===== src/rtl/lc3b_control.sv =====
// lc3b_control
// Multicycle Moore control FSM for the LC-3b mp0 datapath. It fetches,
// decodes and executes ADD, AND, NOT, BR, LDR and STR. It drives every
// datapath load enable and mux select, plus the memory strobes, and it
// waits on mem_resp during memory accesses. It also keeps a wrapping count
// of retired instructions.
//
// Ports:
//   clk, rst_n          clock, asynchronous active-low reset
//   opcode              IR[15:12]
//   branch_enable       nzp compare result, sampled in BR
//   mem_resp            memory access complete
//   load_*              register load enables
//   *mux_sel            datapath mux selects
//   aluop               000 add, 001 and, 010 not, 011 pass-a
//   mem_read/mem_write  memory strobes
//   mem_byte_enable     always 2'b11 outside reset
//   instr_count         retired instruction counter
module lc3b_control #(
  parameter int CNT_WIDTH = 16
) (
  input  logic                 clk,
  input  logic                 rst_n,
  input  logic [3:0]           opcode,
  input  logic                 branch_enable,
  input  logic                 mem_resp,
  output logic                 load_pc,
  output logic                 load_ir,
  output logic                 load_regfile,
  output logic                 load_mar,
  output logic                 load_mdr,
  output logic                 load_cc,
  output logic                 pcmux_sel,
  output logic                 storemux_sel,
  output logic                 alumux_sel,
  output logic                 regfilemux_sel,
  output logic                 marmux_sel,
  output logic                 mdrmux_sel,
  output logic [2:0]           aluop,
  output logic                 mem_read,
  output logic                 mem_write,
  output logic [1:0]           mem_byte_enable,
  output logic [CNT_WIDTH-1:0] instr_count
);

  localparam logic [3:0] FETCH1    = 4'd0;
  localparam logic [3:0] FETCH2    = 4'd1;
  localparam logic [3:0] FETCH3    = 4'd2;
  localparam logic [3:0] DECODE    = 4'd3;
  localparam logic [3:0] S_ADD     = 4'd4;
  localparam logic [3:0] S_AND     = 4'd5;
  localparam logic [3:0] S_NOT     = 4'd6;
  localparam logic [3:0] BR        = 4'd7;
  localparam logic [3:0] BR_TAKEN  = 4'd8;
  localparam logic [3:0] CALC_ADDR = 4'd9;
  localparam logic [3:0] LDR1      = 4'd10;
  localparam logic [3:0] LDR2      = 4'd11;
  localparam logic [3:0] STR1      = 4'd12;
  localparam logic [3:0] STR2      = 4'd13;

  localparam logic [3:0] OP_BR  = 4'b0000;
  localparam logic [3:0] OP_ADD = 4'b0001;
  localparam logic [3:0] OP_AND = 4'b0101;
  localparam logic [3:0] OP_NOT = 4'b1001;
  localparam logic [3:0] OP_LDR = 4'b0110;
  localparam logic [3:0] OP_STR = 4'b0111;

  logic [3:0] state;
  logic [3:0] next_state;
  logic       retire;

  // Next-state selection. Memory states hold until mem_resp; any encoding
  // outside the defined set falls back to FETCH1.
  always_comb begin
    next_state = FETCH1;
    case (state)
      FETCH1:    next_state = FETCH2;
      FETCH2:    next_state = mem_resp ? FETCH3 : FETCH2;
      FETCH3:    next_state = DECODE;
      DECODE: begin
        case (opcode)
          OP_ADD:         next_state = S_ADD;
          OP_AND:         next_state = S_AND;
          OP_NOT:         next_state = S_NOT;
          OP_BR:          next_state = BR;
          OP_LDR, OP_STR: next_state = CALC_ADDR;
          default:        next_state = FETCH1;
        endcase
      end
      S_ADD, S_AND, S_NOT: next_state = FETCH1;
      BR:        next_state = branch_enable ? BR_TAKEN : FETCH1;
      BR_TAKEN:  next_state = FETCH1;
      CALC_ADDR: begin
        if (opcode == OP_LDR)
          next_state = LDR1;
        else if (opcode == OP_STR)
          next_state = STR1;
        else
          next_state = FETCH1;
      end
      LDR1:      next_state = mem_resp ? LDR2 : LDR1;
      LDR2:      next_state = FETCH1;
      STR1:      next_state = STR2;
      STR2:      next_state = mem_resp ? FETCH1 : STR2;
      default:   next_state = FETCH1;
    endcase
  end

  // An instruction retires when a completing state hands control back to
  // FETCH1. Recovery from an illegal encoding does not count.
  always_comb begin
    retire = 1'b0;
    if (next_state == FETCH1) begin
      case (state)
        DECODE, S_ADD, S_AND, S_NOT, BR, BR_TAKEN, LDR2, STR2: retire = 1'b1;
        default: retire = 1'b0;
      endcase
    end
  end

  // State register and retired-instruction counter; the counter wraps
  // naturally at its width.
  always_ff @(posedge clk or negedge rst_n) begin
    if (!rst_n) begin
      state       <= FETCH1;
      instr_count <= '0;
    end else begin
      state <= next_state;
      if (retire)
        instr_count <= instr_count + 1'b1;
    end
  end

  // Moore output decode. Everything is forced low while rst_n is low so a
  // reset in the middle of an access drops the strobes without a clock.
  always_comb begin
    load_pc         = 1'b0;
    load_ir         = 1'b0;
    load_regfile    = 1'b0;
    load_mar        = 1'b0;
    load_mdr        = 1'b0;
    load_cc         = 1'b0;
    pcmux_sel       = 1'b0;
    storemux_sel    = 1'b0;
    alumux_sel      = 1'b0;
    regfilemux_sel  = 1'b0;
    marmux_sel      = 1'b0;
    mdrmux_sel      = 1'b0;
    aluop           = 3'b000;
    mem_read        = 1'b0;
    mem_write       = 1'b0;
    mem_byte_enable = 2'b00;
    if (rst_n) begin
      mem_byte_enable = 2'b11;
      case (state)
        FETCH1: begin
          load_mar = 1'b1;
          load_pc  = 1'b1;
        end
        FETCH2, LDR1: begin
          mem_read = 1'b1;
          load_mdr = 1'b1;
        end
        FETCH3: load_ir = 1'b1;
        S_ADD, S_AND, S_NOT: begin
          load_regfile = 1'b1;
          load_cc      = 1'b1;
          if (state == S_AND)
            aluop = 3'b001;
          else if (state == S_NOT)
            aluop = 3'b010;
          else
            aluop = 3'b000;
        end
        BR_TAKEN: begin
          pcmux_sel = 1'b1;
          load_pc   = 1'b1;
        end
        CALC_ADDR: begin
          alumux_sel = 1'b1;
          marmux_sel = 1'b1;
          load_mar   = 1'b1;
        end
        LDR2: begin
          regfilemux_sel = 1'b1;
          load_regfile   = 1'b1;
          load_cc        = 1'b1;
        end
        STR1: begin
          storemux_sel = 1'b1;
          aluop        = 3'b011;
          mdrmux_sel   = 1'b1;
          load_mdr     = 1'b1;
        end
        STR2: mem_write = 1'b1;
        default: ;
      endcase
    end
  end

endmodule


===== config.mk =====
export PLATFORM = sky130hd
export DESIGN_NAME = lc3b_control
export DESIGN_NICKNAME = d
export VERILOG_FILES = /design/src/rtl/lc3b_control.sv
export SDC_FILE = /design/constraint.sdc
export NUM_CORES = 1
export LEC_CHECK = 0
export CORE_MARGIN = 2
export CORE_UTILIZATION = 50
export DETAILED_ROUTE_END_ITERATION = 7
export GPL_ROUTABILITY_DRIVEN = 0
export PLACE_DENSITY = 0.88
export SYNTH_ARGS = -nofsm -noshare
export SYNTH_HDL_FRONTEND = slang
export SYNTH_SLANG_ARGS = --single-unit
export TNS_END_PERCENT = 20

===== constraint.sdc =====
create_clock -name clk -period 5.35 [get_ports clk]
set_clock_uncertainty 0.2 [all_clocks]
set_input_delay 1.605 -clock clk [delete_from_list [all_inputs] [get_ports clk]]
set_output_delay 1.605 -clock clk [all_outputs]
set_load 0.05 [all_outputs]

Yosys cells after proc, flatten, opt, wreduce, memory -nomap -nowiden
Memories as Yosys holds them, arrays and structs flattened. Index checks and enable logic that the tools add are counted.

Register bits after elaboration: 20. Bits in read-only memories: 16. Output and inout port bits: 35. Memories kept: 1.

Memory list: (no name shown) (words 16, width 1, read ports 1, clocked after Yosys merged registers in 0, write ports 0, line 114) `case (state)`.

Add/subtract/negate cells: 1. Eq/ne operators: 18. Multiplexer cells: 36. Reduce and logical (&&, ||, !) cells: 10.

Operators with widths (count): 4-bit case mux with 9 select lines (1); 4-bit by 3-bit equality test with 1-bit output (second input constant) (7); 4-bit equality test (second input constant) (7); 1-bit 2-to-1 mux (24); 4-bit case mux with 5 select lines (1); 16-bit by 1-bit adder with 16-bit output (second input constant) (1); 4-bit 2-to-1 mux (4); 4-bit zero test (3); 2-bit 2-to-1 mux (5); 4-bit by 1-bit equality test with 1-bit output (second input constant) (2); 4-bit by 2-bit equality test with 1-bit output (second input constant) (2); 2-bit OR reduction (4); 3-bit OR reduction (2); 2-bit case mux with 2 select lines (1); 4-bit OR reduction (1).

Longest topological paths before layout
Gate-level depths: netlist of run 1.

Depth in word-level cells: 6. Gate-level depth with buffers: 10. Depth with buffers taken out: 8.

Worst setup path after synthesis of run 1
OpenSTA, ideal clock, no wires.

Kind: in2out. Start: input rst_n. End: output load_mdr. Arrival time: 2.884 ns. Required time: 3.545 ns. Setup slack: 0.661 ns. Stages on the path: 3. Path buffers: 0. Cells stage by stage: nand2_1 > a21oi_1 > or2_2.

Word-level cells in the longest chain between the ends: 1.

Ends and longest elaborated chain: start, declared (line 23) `input logic rst_n,`; 1-bit 2-to-1 mux (line 153) `if (rst_n) begin`; end, declared (line 31) `output logic load_mdr,`.

No other way between the ends.

Worst setup path after layout of run 1
Same ends and word-level chain as after synthesis.

==> results of run 1 <==
flip-flops by register name, indices dropped and copies added (netlist names):
signal       flops
instr_count     16
state            4
cell usage after synthesis, drive strengths merged (2+ instances only):
library cell  count  area share (%)
nor2              6             1.6
or2               2            0.90
nand4             9             4.5
nor2b             4             1.8
and3             12             5.4
o21ai             5             1.8
a32oi             2             1.3
a21oi             3             1.1
mux2              2             1.9
dfrtp            20              36
nand2b            2            0.90
ha                5             4.5
and2              2            0.90
o211ai            2             1.4
inv               7             1.9
nor3              2            0.72
buf              11             5.5
xnor2            14             8.8
nand2            10             2.7
nand3            12             4.3
and3b             2             1.3
final timing paths:
check | from | to | cells after the start | slack [ps]
worst max register to register | state[1] | instr_count[15] | 8 | 2610
worst min-delay path | instr_count[12] | instr_count[12] | 1 | 300
min in group asynchronous | rst_n | instr_count[0] | 2 | 1580
worst max-delay path | rst_n | load_mdr | 5 | 580
max in group asynchronous | rst_n | instr_count[7] | 2 | 3120
worst min register to register | instr_count[12] | instr_count[12] | 1 | 300
layout make-up:
class | instances | area, um2 | area share (%)
flip-flops and latches | 20 | 500 | 25.1
multi-input cells | 109 | 781 | 39.1
inverters | 7 | 26.3 | 1.32
well taps | 31 | 38.8 | 1.94
clock buffers | 4 | 36.3 | 1.82
repair buffers | 44 | 613 | 30.7
routing by layer:
| metal | vias to the layer above | routed length [um] | global-route usage [%] |
|---|---|---|---|
| li1 | 591 | - | - |
| met1 | 607 | 1400 | 28.3 |
| met2 | 53 | 1620 | 36.0 |
| met3 | 7 | 152 | 1.84 |
| met4 | 0 | 63 | 9.52 |
| met5 | - | 0 | 0 |
cells in the final DEF, fill, tap and decap left out, types with 3 or more instances in the layout:
cell type	netlist	final
sky130_fd_sc_hd__clkbuf_4	0	3
sky130_fd_sc_hd__dfrtp_1	20	20
sky130_fd_sc_hd__nor2_1	6	6
sky130_fd_sc_hd__xnor2_1	14	14
sky130_fd_sc_hd__inv_1	7	7
sky130_fd_sc_hd__buf_12	0	18
sky130_fd_sc_hd__clkdlybuf4s50_1	0	23
sky130_fd_sc_hd__buf_4	6	3
sky130_fd_sc_hd__a21oi_1	3	3
sky130_fd_sc_hd__nand2_1	10	10
sky130_fd_sc_hd__o21ai_0	4	4
sky130_fd_sc_hd__nand3_1	12	12
sky130_fd_sc_hd__ha_1	5	5
sky130_fd_sc_hd__nand4_1	8	8
sky130_fd_sc_hd__and3_1	12	12
sky130_fd_sc_hd__nor2b_1	4	4
metrics by stage:
| step | power (mW) | area, um2 | setup slack (ps) | instances | hold WS (ps) |
|---|---|---|---|---|---|
| floorplan | 0.501 | 1390 | 661 | 148 | 461 |
| global placement | 0.625 | 1960 | 669 | 211 | 262 |
| detailed placement | 0.643 | 1960 | 605 | 211 | 279 |
| CTS | 0.733 | 2000 | 597 | 215 | 302 |
| global route | 0.775 | 2000 | 515 | 215 | 326 |
| finish | 0.729 | 2000 | 581 | 215 | 297 |
report_power, final:
part | switching [mW] | internal [mW]
Combinational | 0.268 | 0.171
Clock | 0.0478 | 0.0417
Sequential | 0.0273 | 0.174
Total | 0.343 | 0.386
cells by family (layout without fill, tap and decap cells):
group / after synthesis / after routing
AOI/OAI and AO/OA: 18 / 18
adders and majority gates: 5 / 5
muxes: 3 / 3
and+or+nand+nor: 67 / 67
other: 1 / 1
xor gates and xnor gates: 15 / 15
buffers and inverters: 19 / 55
DFF: 20 / 20
critical path, cell delays in order:
cell                              delay [ps]
sky130_fd_sc_hd__clkdlybuf4s50_1         610
sky130_fd_sc_hd__nand2_1                 140
sky130_fd_sc_hd__a21oi_1                 280
sky130_fd_sc_hd__or2_2                   200
sky130_fd_sc_hd__buf_12                  130
==> summary by stage, run 1 <==
Global routing
The first global-routing pass estimated about 5600 um of wire. The initial antenna violation count came to 0. The all-layer global routing usage is between 20% and 30%. The total overflow left after global routing is 0.

The largest net degree at the start of global routing is 17. The number of global-route vias before repair is 1217.

Synth
After synthesis, flip-flops and latches occupy approximately 36% of the total area. The average instance in the mapped netlist occupies between 9 and 10 um2. Of the total synthesized cell area, the portion taken by AND, OR, NAND and NOR gates is between 20% and 30%. After synthesis, the share of cell area in mux cells is about 2.6%. The net count after synthesis is 161. The number of synthesis warnings is 0. The async set-reset flop share out of synthesis is 100%. The synthesized netlist cell count is roughly 150. The most instantiated flip-flop cell in the synthesis netlist is sky130_fd_sc_hd__dfrtp_1. The number of enable-type register cells in the synthesized netlist is 0. After Yosys synthesis, XOR and XNOR cells account for about a tenth of the synthesized area. The synthesized design contains 20 register bits. The combinational family with the most area after synthesis is simple AND/OR/NAND/NOR gates. The post-synthesis adder-cell area fraction is under 10%.

Summing the areas of all compound-gate instances in the mapped netlist gives 11.6% of the synthesized area. The number of distinct library cell variants in the gate-level netlist after synthesis is 41. After synthesis the cells add up to between 0.001 and 0.0015 mm2.

Min path
The classification of the worst-slack hold path is reg2reg.

Power and ir drop
The leakage dissipation is between 0.8 and 0.9 nW. The power per unit of standard cell area is around 370 mW/mm2. The worst voltage drop across the vdd grid is 342 uV.

CTS
After clock tree synthesis, the repair step resized 0 gates. TritonCTS created 3 clock buffers. Hold repair after CTS inserted 0 buffers. The clock latency reported for the late side of the worst-skew pair is 310 ps. The TritonCTS clock tree is built.

Clock-pin slew was measured on the worst setup and hold paths at around 110 ps. CTS saw 20 sinks. The maximum number of buffers from clock root to sink is 2. The number of buffers inserted by post-CTS setup repair is 0. The cell sitting at the root of the clock tree is a sky130_fd_sc_hd__clkbuf_4. The depth of the CTS H-tree is 1.

STA
Adding up every negative setup slack in the final design gives 0 ps. The timing-limited maximum frequency is roughly 210 MHz. The transition time at the pin with the least slew margin is 689 ps.

The final critical delay including setup and external delays is roughly 4800 ps. Setup repair after global routing left no endpoint under its margin. Dividing the final minimum period by the clock period gives between 80% and 90%.

The number of pins with negative max-slew slack in the final report came to 0. The final count of hold timing violations is 0. Headroom to the max-slew limit came out at ~54%. Setup violations remaining at the end of the flow were counted as 0.

Die
43 I/O pins were placed. The core region is 0.00269 mm2. The cell row count is 19. The area of the die is about 0.0032 mm2. The die height is 56.7 um. For this configuration, the core starts out at a cell density of between 50% and 60%. The floorplan step set the die width to about 57 um.

Final layout
The filler cells instantiated in the layout total approximately 190. The share of the core filled with cells is about three quarters. The growth of design area from synthesis to finish is 43.8%.

The total inserted antenna cells is 0. The final layout contains approximately 200 nets. The post-route netlist has ~18% of its cells at a drive strength greater than 1.

Detailed routing
The total detailed-routing wirelength is around 3200 um. In the routed design, unresolved DRC markers number 0. The initial detailed-routing violation count is 20.

In the final routed layout, each cell accounts on average for about 15 um. The first-pass detailed-route iteration total is 4. Using the TritonRoute via totals, the vias-per-cell ratio works out to 5.85.

The via count of the routed design is 1258. The antenna violation net count after detailed routing is 0.

Critical path
The element type at the critical path end is an output pin. The arrival time at the worst endpoint is between 2000 and 3000 ps. The required time reported for the critical path endpoint is about 3600 ps. The highest net fanout along the worst path is 8. STA classifies the critical path startpoint as an input pin. The path type of the worst setup path is in2out.

Flow run
The max-cap violation count is 0.

Run status
The flow ran to the end, and the final reports show no timing, DRC or antenna violations.

Place
Buffers placed on the I/O ports in this run total a little over 40. The half-perimeter wire length of the detailed placement result is between 2000 and 2500 um.
Power figures use the tool's default switching activity.
==> inputs of run 2 (changes only) <==
CORE_ASPECT_RATIO = 0.5   (was unset)
==> run 2 against run 1 <==
Compared with the run above: worst setup slack got worse by 45 ps; critical path depth did not move; count of clock-buffer cells in the layout fell by 1; cell count rose by 2.3%; non-clock buffer count fell by 1; total power rose by 9.7%; worst hold slack got worse by 16 ps; die area rose by 0.79%; first-iteration DRC count rose to 4.9 times the previous value; via count fell by 0.56%; combinational power rose by 2%.
==> summary by stage, run 2 (synthesis results as in run 1) <==
STA
The post-route worst setup slack is 536 ps (-44.9 ps). The total setup violations reported at the end of the flow is 0 (unchanged). The worst slack on hold paths came to 281 ps (-16.0 ps). Setup repair after global routing left no endpoint under its margin.

The total negative slack for setup checks is 0 ps (unchanged). The timing-limited maximum frequency is 208 MHz (-0.93%). The transition time at the pin with the least slew margin is 696 ps (+7.58 ps). The final critical-path share of the clock period is 90.0% (+0.84 points). The final count of hold timing violations is 0 (unchanged).

The final critical delay including setup and external delays came to 4810 ps (+44.9 ps). The worst-case headroom to the max-slew limit is 53.4% (-0.51 points). The number of pins with negative max-slew slack in the final report is 0 (unchanged).

Die
The die height is 41.3 um (-27%). The initial core utilization came to 53.0% (+1.3 points). The cell row count is 13 (-6). The area of the die is 0.00324 mm2 (+0.79%).

The placeable core region is 0.00262 mm2 (-2.5%). The die width was 78.5 um (+38%). The total I/O pin count was 43 (unchanged).

Detailed routing
The initial detailed-routing violation count is 98 (+390%). The antenna violation net count after detailed routing is 0 (unchanged). The detailed-route DRC error count is 0 (unchanged). The detailed-route wire length per cell is 15.4 um (+2.2%). The via density per instance is 5.69 (-2.8%). The via count of the routed design is 1251 (-0.56%). The first-pass detailed-route iteration total was 4 (unchanged). The total detailed-routing wirelength came to 3380 um (+4.6%).

Final layout
Leaving out fill and tap cells, the most frequent cell in the layout is sky130_fd_sc_hd__clkdlybuf4s50_1. The non-filler instance count after layout is 220 (+2.3%). The share of the core filled with cells is 77.5% (+3.3 points). The cell area after layout came to 0.00203 mm2 (+1.8%).

Counting flops per register, the top entry is instr_count. The growth of design area from synthesis to finish is 46.3%. The total inserted antenna cells came to 0 (unchanged). The largest registers in the layout are instr_count (16), state (4). The proportion of layout cells with a drive suffix above 1 was 17.5% (-0.45 points). The number of flip-flops in the largest register was 16 (unchanged). The total of fill cells in the finished design is 163 (-16%).

In the layout the commonest cells are sky130_fd_sc_hd__clkdlybuf4s50_1 (23), sky130_fd_sc_hd__dfrtp_1 (20), sky130_fd_sc_hd__buf_12 (18). The number of nets in the final layout is 197 (-0.51%).

CTS
CTS placed an instance of sky130_fd_sc_hd__clkbuf_8 at the clock tree root. The total of cells resized after clock tree synthesis was 0 (unchanged). The clock slew at the register clock pins of the worst setup and hold paths was 70 ps (-40 ps). The depth of the CTS H-tree came to 1 (unchanged). The number of buffers created by CTS is 3 (unchanged). The number of buffers inserted by post-CTS setup repair is 0 (unchanged). The clock latency reported for the late side of the worst-skew pair came to 250 ps (-60 ps). The TritonCTS clock tree is built.

The maximum number of buffers from clock root to sink is 2 (unchanged). The number of buffers inserted for hold repair after clock tree synthesis came to 0 (unchanged). The number of sinks driven by the clock tree came to 20 (unchanged).

Place
The worst setup slack after placement was 542 ps (-63.8 ps). The placed instance count is 216 (+2.4%). The number of buffer cells added on primary ports is 41 (unchanged).

The half-perimeter wire length of the detailed placement result was 2410 um (-2.8%). The cell area after placement is 0.00196 mm2 (unchanged).

Critical path
The arrival time at the worst endpoint is 3010 ps (+50 ps). The highest net fanout along the worst path is 10 (+2). The cell at the slowest stage of the critical path is sky130_fd_sc_hd__clkdlybuf4s50_1. STA classifies the critical path startpoint as an input pin. Walking the worst path, the cells encountered are clkdlybuf4s50_1 > nand2_1 > a21oi_1 > or2_2 > buf_12.

The required time reported for the critical path endpoint is 3550 ps (about the same). The path type of the worst setup path is in2out. The maximum single-stage delay on the critical path was 650 ps (+40 ps). STA classifies the critical path endpoint as an output pin.

Flow run
The max-cap violation count is 0 (unchanged).

Global routing
The all-layer global routing usage was 21.9% (+0.34 points). The initial antenna violation count is 0 (unchanged). The global-route wire length before repair is 5380 um (-4.4%). The remaining global-route overflow is 0 (unchanged). The number of global-route vias before repair is 1202 (-1.2%). The largest net degree at the start of global routing is 23 (+6).

Run status
The run finished with clean final reports.

Min path
The min-delay analysis places its worst path in the category reg2reg.

Power and ir drop
The leakage dissipation is 0.855 nW (+1.2%). The total power consumption of the routed design came to 800 uW (+9.7%). The power per unit of standard cell area was 394 mW/mm2 (+7.8%). The worst voltage drop across the vdd grid is 398 uV (+16%).
run 2: changes by cell type in the layout (fill, tap and decap cells not counted):
cell	previous run	this run
sky130_fd_sc_hd__bufinv_16	0	1
sky130_fd_sc_hd__clkbuf_8	1	3
sky130_fd_sc_hd__buf_4	3	2
sky130_fd_sc_hd__clkbuf_4	3	0
run 2: area by class of cell:
type	count	area, um2	area share [%]
repair buffers	43	606	29.8
flip-flops and latches	20	500	24.6
multi-input cells	109	781	38.4
clock buffers	3	41.3	2.03
well taps	37	46.3	2.28
inverters	7	26.3	1.29
clock inverters	1	30.0	1.48
run 2: path summary, 6_finish.rpt:
check / from / to / slack, ps / depth (start not counted)
max in group asynchronous: rst_n / instr_count[15] / 2940 / 2
worst min register to register: instr_count[15] / instr_count[15] / 280 / 1
min in group asynchronous: rst_n / instr_count[4] / 1780 / 2
worst min-delay path: instr_count[15] / instr_count[15] / 280 / 1
worst max-delay path: rst_n / load_mdr / 540 / 5
worst max register to register: state[1] / instr_count[8] / 2630 / 8
run 2: worst max-delay path, delay by kind of cell:
kind	cells	cell delay [ps]
buf+inv	2	780
simple gates	2	350
compound gates	1	270
run 2: power breakdown:
group	internal, mW	switching, mW	total, mW
sequential	0.174	0.0300	0.204
clock	0.0997	0.0482	0.148
combinational	0.171	0.277	0.448
total	0.445	0.355	0.800
run 2: routing by layer:
layer | GRT usage (%) | part of all wire, %
met3 | 2.64 | 5.5
met1 | 26.9 | 44
met2 | 42.3 | 49
met5 | 0 | 0
met4 | 7.89 | 1.6
==> inputs of run 3 (changes only) <==
CORE_MARGIN = unset   (was 2)
DONT_BUFFER_PORTS = 1   (was unset)
PLACE_DENSITY = 0.68   (was 0.88)
==> run 3 against run 2 <==
Compared with the run above: critical path depth down 3; worst setup slack improved by 600 ps; die area shrank 7.3%; critical path type unchanged; largest power group unchanged.
==> summary by stage, run 3 (synthesis results as in run 1) <==
Run status
The run finished with clean final reports.

Final layout
The number of nets in the final layout is 160 (-19%). The number of flip-flops in the largest register is 16 (unchanged). The largest registers in the layout are instr_count (16), state (4). The total inserted antenna cells is 0 (unchanged). The total of fill cells in the finished design is 224 (+37%). The library cell used most frequently in the layout, excluding fill and tap cells, is sky130_fd_sc_hd__dfrtp_1.

The library cells used most frequently in the layout, excluding fill and tap cells, are sky130_fd_sc_hd__dfrtp_1 (20), sky130_fd_sc_hd__xnor2_1 (14), sky130_fd_sc_hd__nand3_1 (12), sky130_fd_sc_hd__and3_1 (12), sky130_fd_sc_hd__nand2_1 (10). The largest register by flop count is instr_count. The proportion of layout cells with a drive suffix above 1 came to 13.7% (-3.8 points). From synthesis to final layout, the design area changed by 6.49%.

Detailed routing
The via density per instance was 5.68 (about the same). The detailed-route wire length per cell is 14.6 um (-5.1%). The detailed-route DRC error count came to 0 (unchanged). The first-pass detailed-route iteration total is 4 (unchanged). The total detailed-routing wirelength is 2670 um (-21%). The via count of the routed design is 1040 (-17%).

The initial detailed-routing violation count came to 49 (-50%). The antenna violation net count after detailed routing is 0 (unchanged).

CTS
The maximum number of buffers from clock root to sink is 2 (unchanged). The number of buffers created by CTS was 3 (unchanged). The TritonCTS clock tree is built. The number of buffers inserted by post-CTS setup repair came to 0 (unchanged). The number of buffers inserted for hold repair after clock tree synthesis is 0 (unchanged).

The clock latency reported for the late side of the worst-skew pair is 260 ps (about the same). The total of cells resized after clock tree synthesis was 0 (unchanged). The clock slew at the register clock pins of the worst setup and hold paths came to 70 ps (about the same). The number of sinks driven by the clock tree came to 20 (unchanged). The cell at the root of the clock tree is sky130_fd_sc_hd__clkbuf_8.

The depth of the CTS H-tree was 1 (unchanged).

STA
The number of pins with negative max-slew slack in the final report is 0 (unchanged). The final count of hold timing violations was 0 (unchanged). The worst-case headroom to the max-slew limit came to 32.2% (-21 points). The timing-limited maximum frequency is 237 MHz (+14%). Setup repair after global routing left no endpoint under its margin. The total setup violations reported at the end of the flow is 0 (unchanged). The final critical delay including setup and external delays is 4210 ps (-601 ps).

The transition time at the pin with the least slew margin is 1010 ps (+313 ps). The total negative slack for setup checks was 0 ps (unchanged). The final critical-path share of the clock period was 78.7% (-11 points).

Global routing
The initial antenna violation count came to 0 (unchanged). The all-layer global routing usage came to 19.7% (-2.2 points). The global-route wire length before repair came to 4360 um (-19%). The remaining global-route overflow is 0 (unchanged). The number of global-route vias before repair is 927 (-23%). The largest net degree at the start of global routing is 32 (+39%).

Critical path
The element type at the critical path end is an output pin. Walking the worst path, the cells encountered are nand2_1 > nor3b_2. The maximum single-stage delay on the critical path is 710 ps (+60 ps). The count of buffering cells on the critical path with inverters included is 0 (-2).

The arrival time at the worst endpoint came to 2410 ps (-600 ps). The highest net fanout along the worst path was 31 (+21). The sort of element at the start of the critical path is an input pin. The required time reported for the critical path endpoint came to 3550 ps (about the same). The cell family contributing the most delay on the critical path is simple AND/OR/NAND/NOR gates.

On the critical path, the stage with the largest delay is an instance of sky130_fd_sc_hd__nor3b_2. The critical path in this run is classified as in2out.

Die
The area of the die is 0.00300 mm2 (-7.3%). The placeable core region is 0.00262 mm2 (unchanged). The cell row count is 13 (unchanged).

The die width is 76.5 um (-2.5%). The total I/O pin count is 43 (unchanged). The die height is 39.3 um (-4.8%).

The initial core utilization is 53.0% (unchanged).

Power and ir drop
The worst voltage drop across the vdd grid came to 207 uV (-48%). The leakage dissipation is 0.647 nW (-24%). The total power consumption of the routed design is 686 uW (-14%). The power per unit of standard cell area is 464 mW/mm2 (+18%).

Flow run
The max-cap violation count is 0 (unchanged).

Min path
The tightest min-delay check is of the reg2reg type.

Place
The number of buffer cells added on primary ports is 0 (-100%). The half-perimeter wire length of the detailed placement result is 1980 um (-18%).
## run 3: cell type report
cell class | count | area (um2) | area share [%]
clock buffer | 3 | 41.3 | 2.79
clock inverter | 1 | 30.0 | 2.03
timing repair buffer | 6 | 45.0 | 3.05
sequential | 20 | 500 | 33.9
inverter | 7 | 26.3 | 1.78
tap | 37 | 46.3 | 3.13
multi-input combinational | 109 | 788 | 53.3
## run 3: worst paths after layout
| check | startpoint | end | slack, ps | cells past startpoint |
|---|---|---|---|---|
| worst max-delay path | rst_n | load_ir | 1140 | 2 |
| worst min-delay path | instr_count[15] | instr_count[15] | 620 | 1 |
| worst max register to register | state[1] | instr_count[13] | 2330 | 8 |
| worst min register to register | instr_count[15] | instr_count[15] | 620 | 1 |
| max in group asynchronous | rst_n | instr_count[15] | 4030 | 0 |
| min in group asynchronous | rst_n | state[0] | 830 | 0 |
## run 3: per-stage QoR
| stage | std cells | utilization [%] | worst slack, ps | hold slack [ps] | area [um2] |
|---|---|---|---|---|---|
| 2_1_floorplan | 148 | - | 661 | 461 | 1390 |
| 3_3_place_gp | 179 | 53.7 | 1160 | 610 | 1410 |
| 3_5_place_dp | 179 | 53.7 | 1140 | 610 | 1410 |
| 4_1_cts | 183 | 56.4 | 1140 | 626 | 1480 |
| 5_1_grt | 183 | 56.4 | 1120 | 654 | 1480 |
| 6_report | 183 | 56.4 | 1140 | 620 | 1480 |
## run 3: metal layers
metal,up-vias,wire (um),track usage [%]
li1,516,-,-
met1,496,1280,26.0
met2,24,1170,29.7
met3,4,177,6.74
met4,0,39,8.65
met5,-,0,0
## run 3: report_power, final
group / total [mW] / switching [mW] / internal (mW)
combinational: 0.286 / 0.189 / 0.0966
sequential: 0.250 / 0.0771 / 0.173
clock: 0.150 / 0.0501 / 0.100
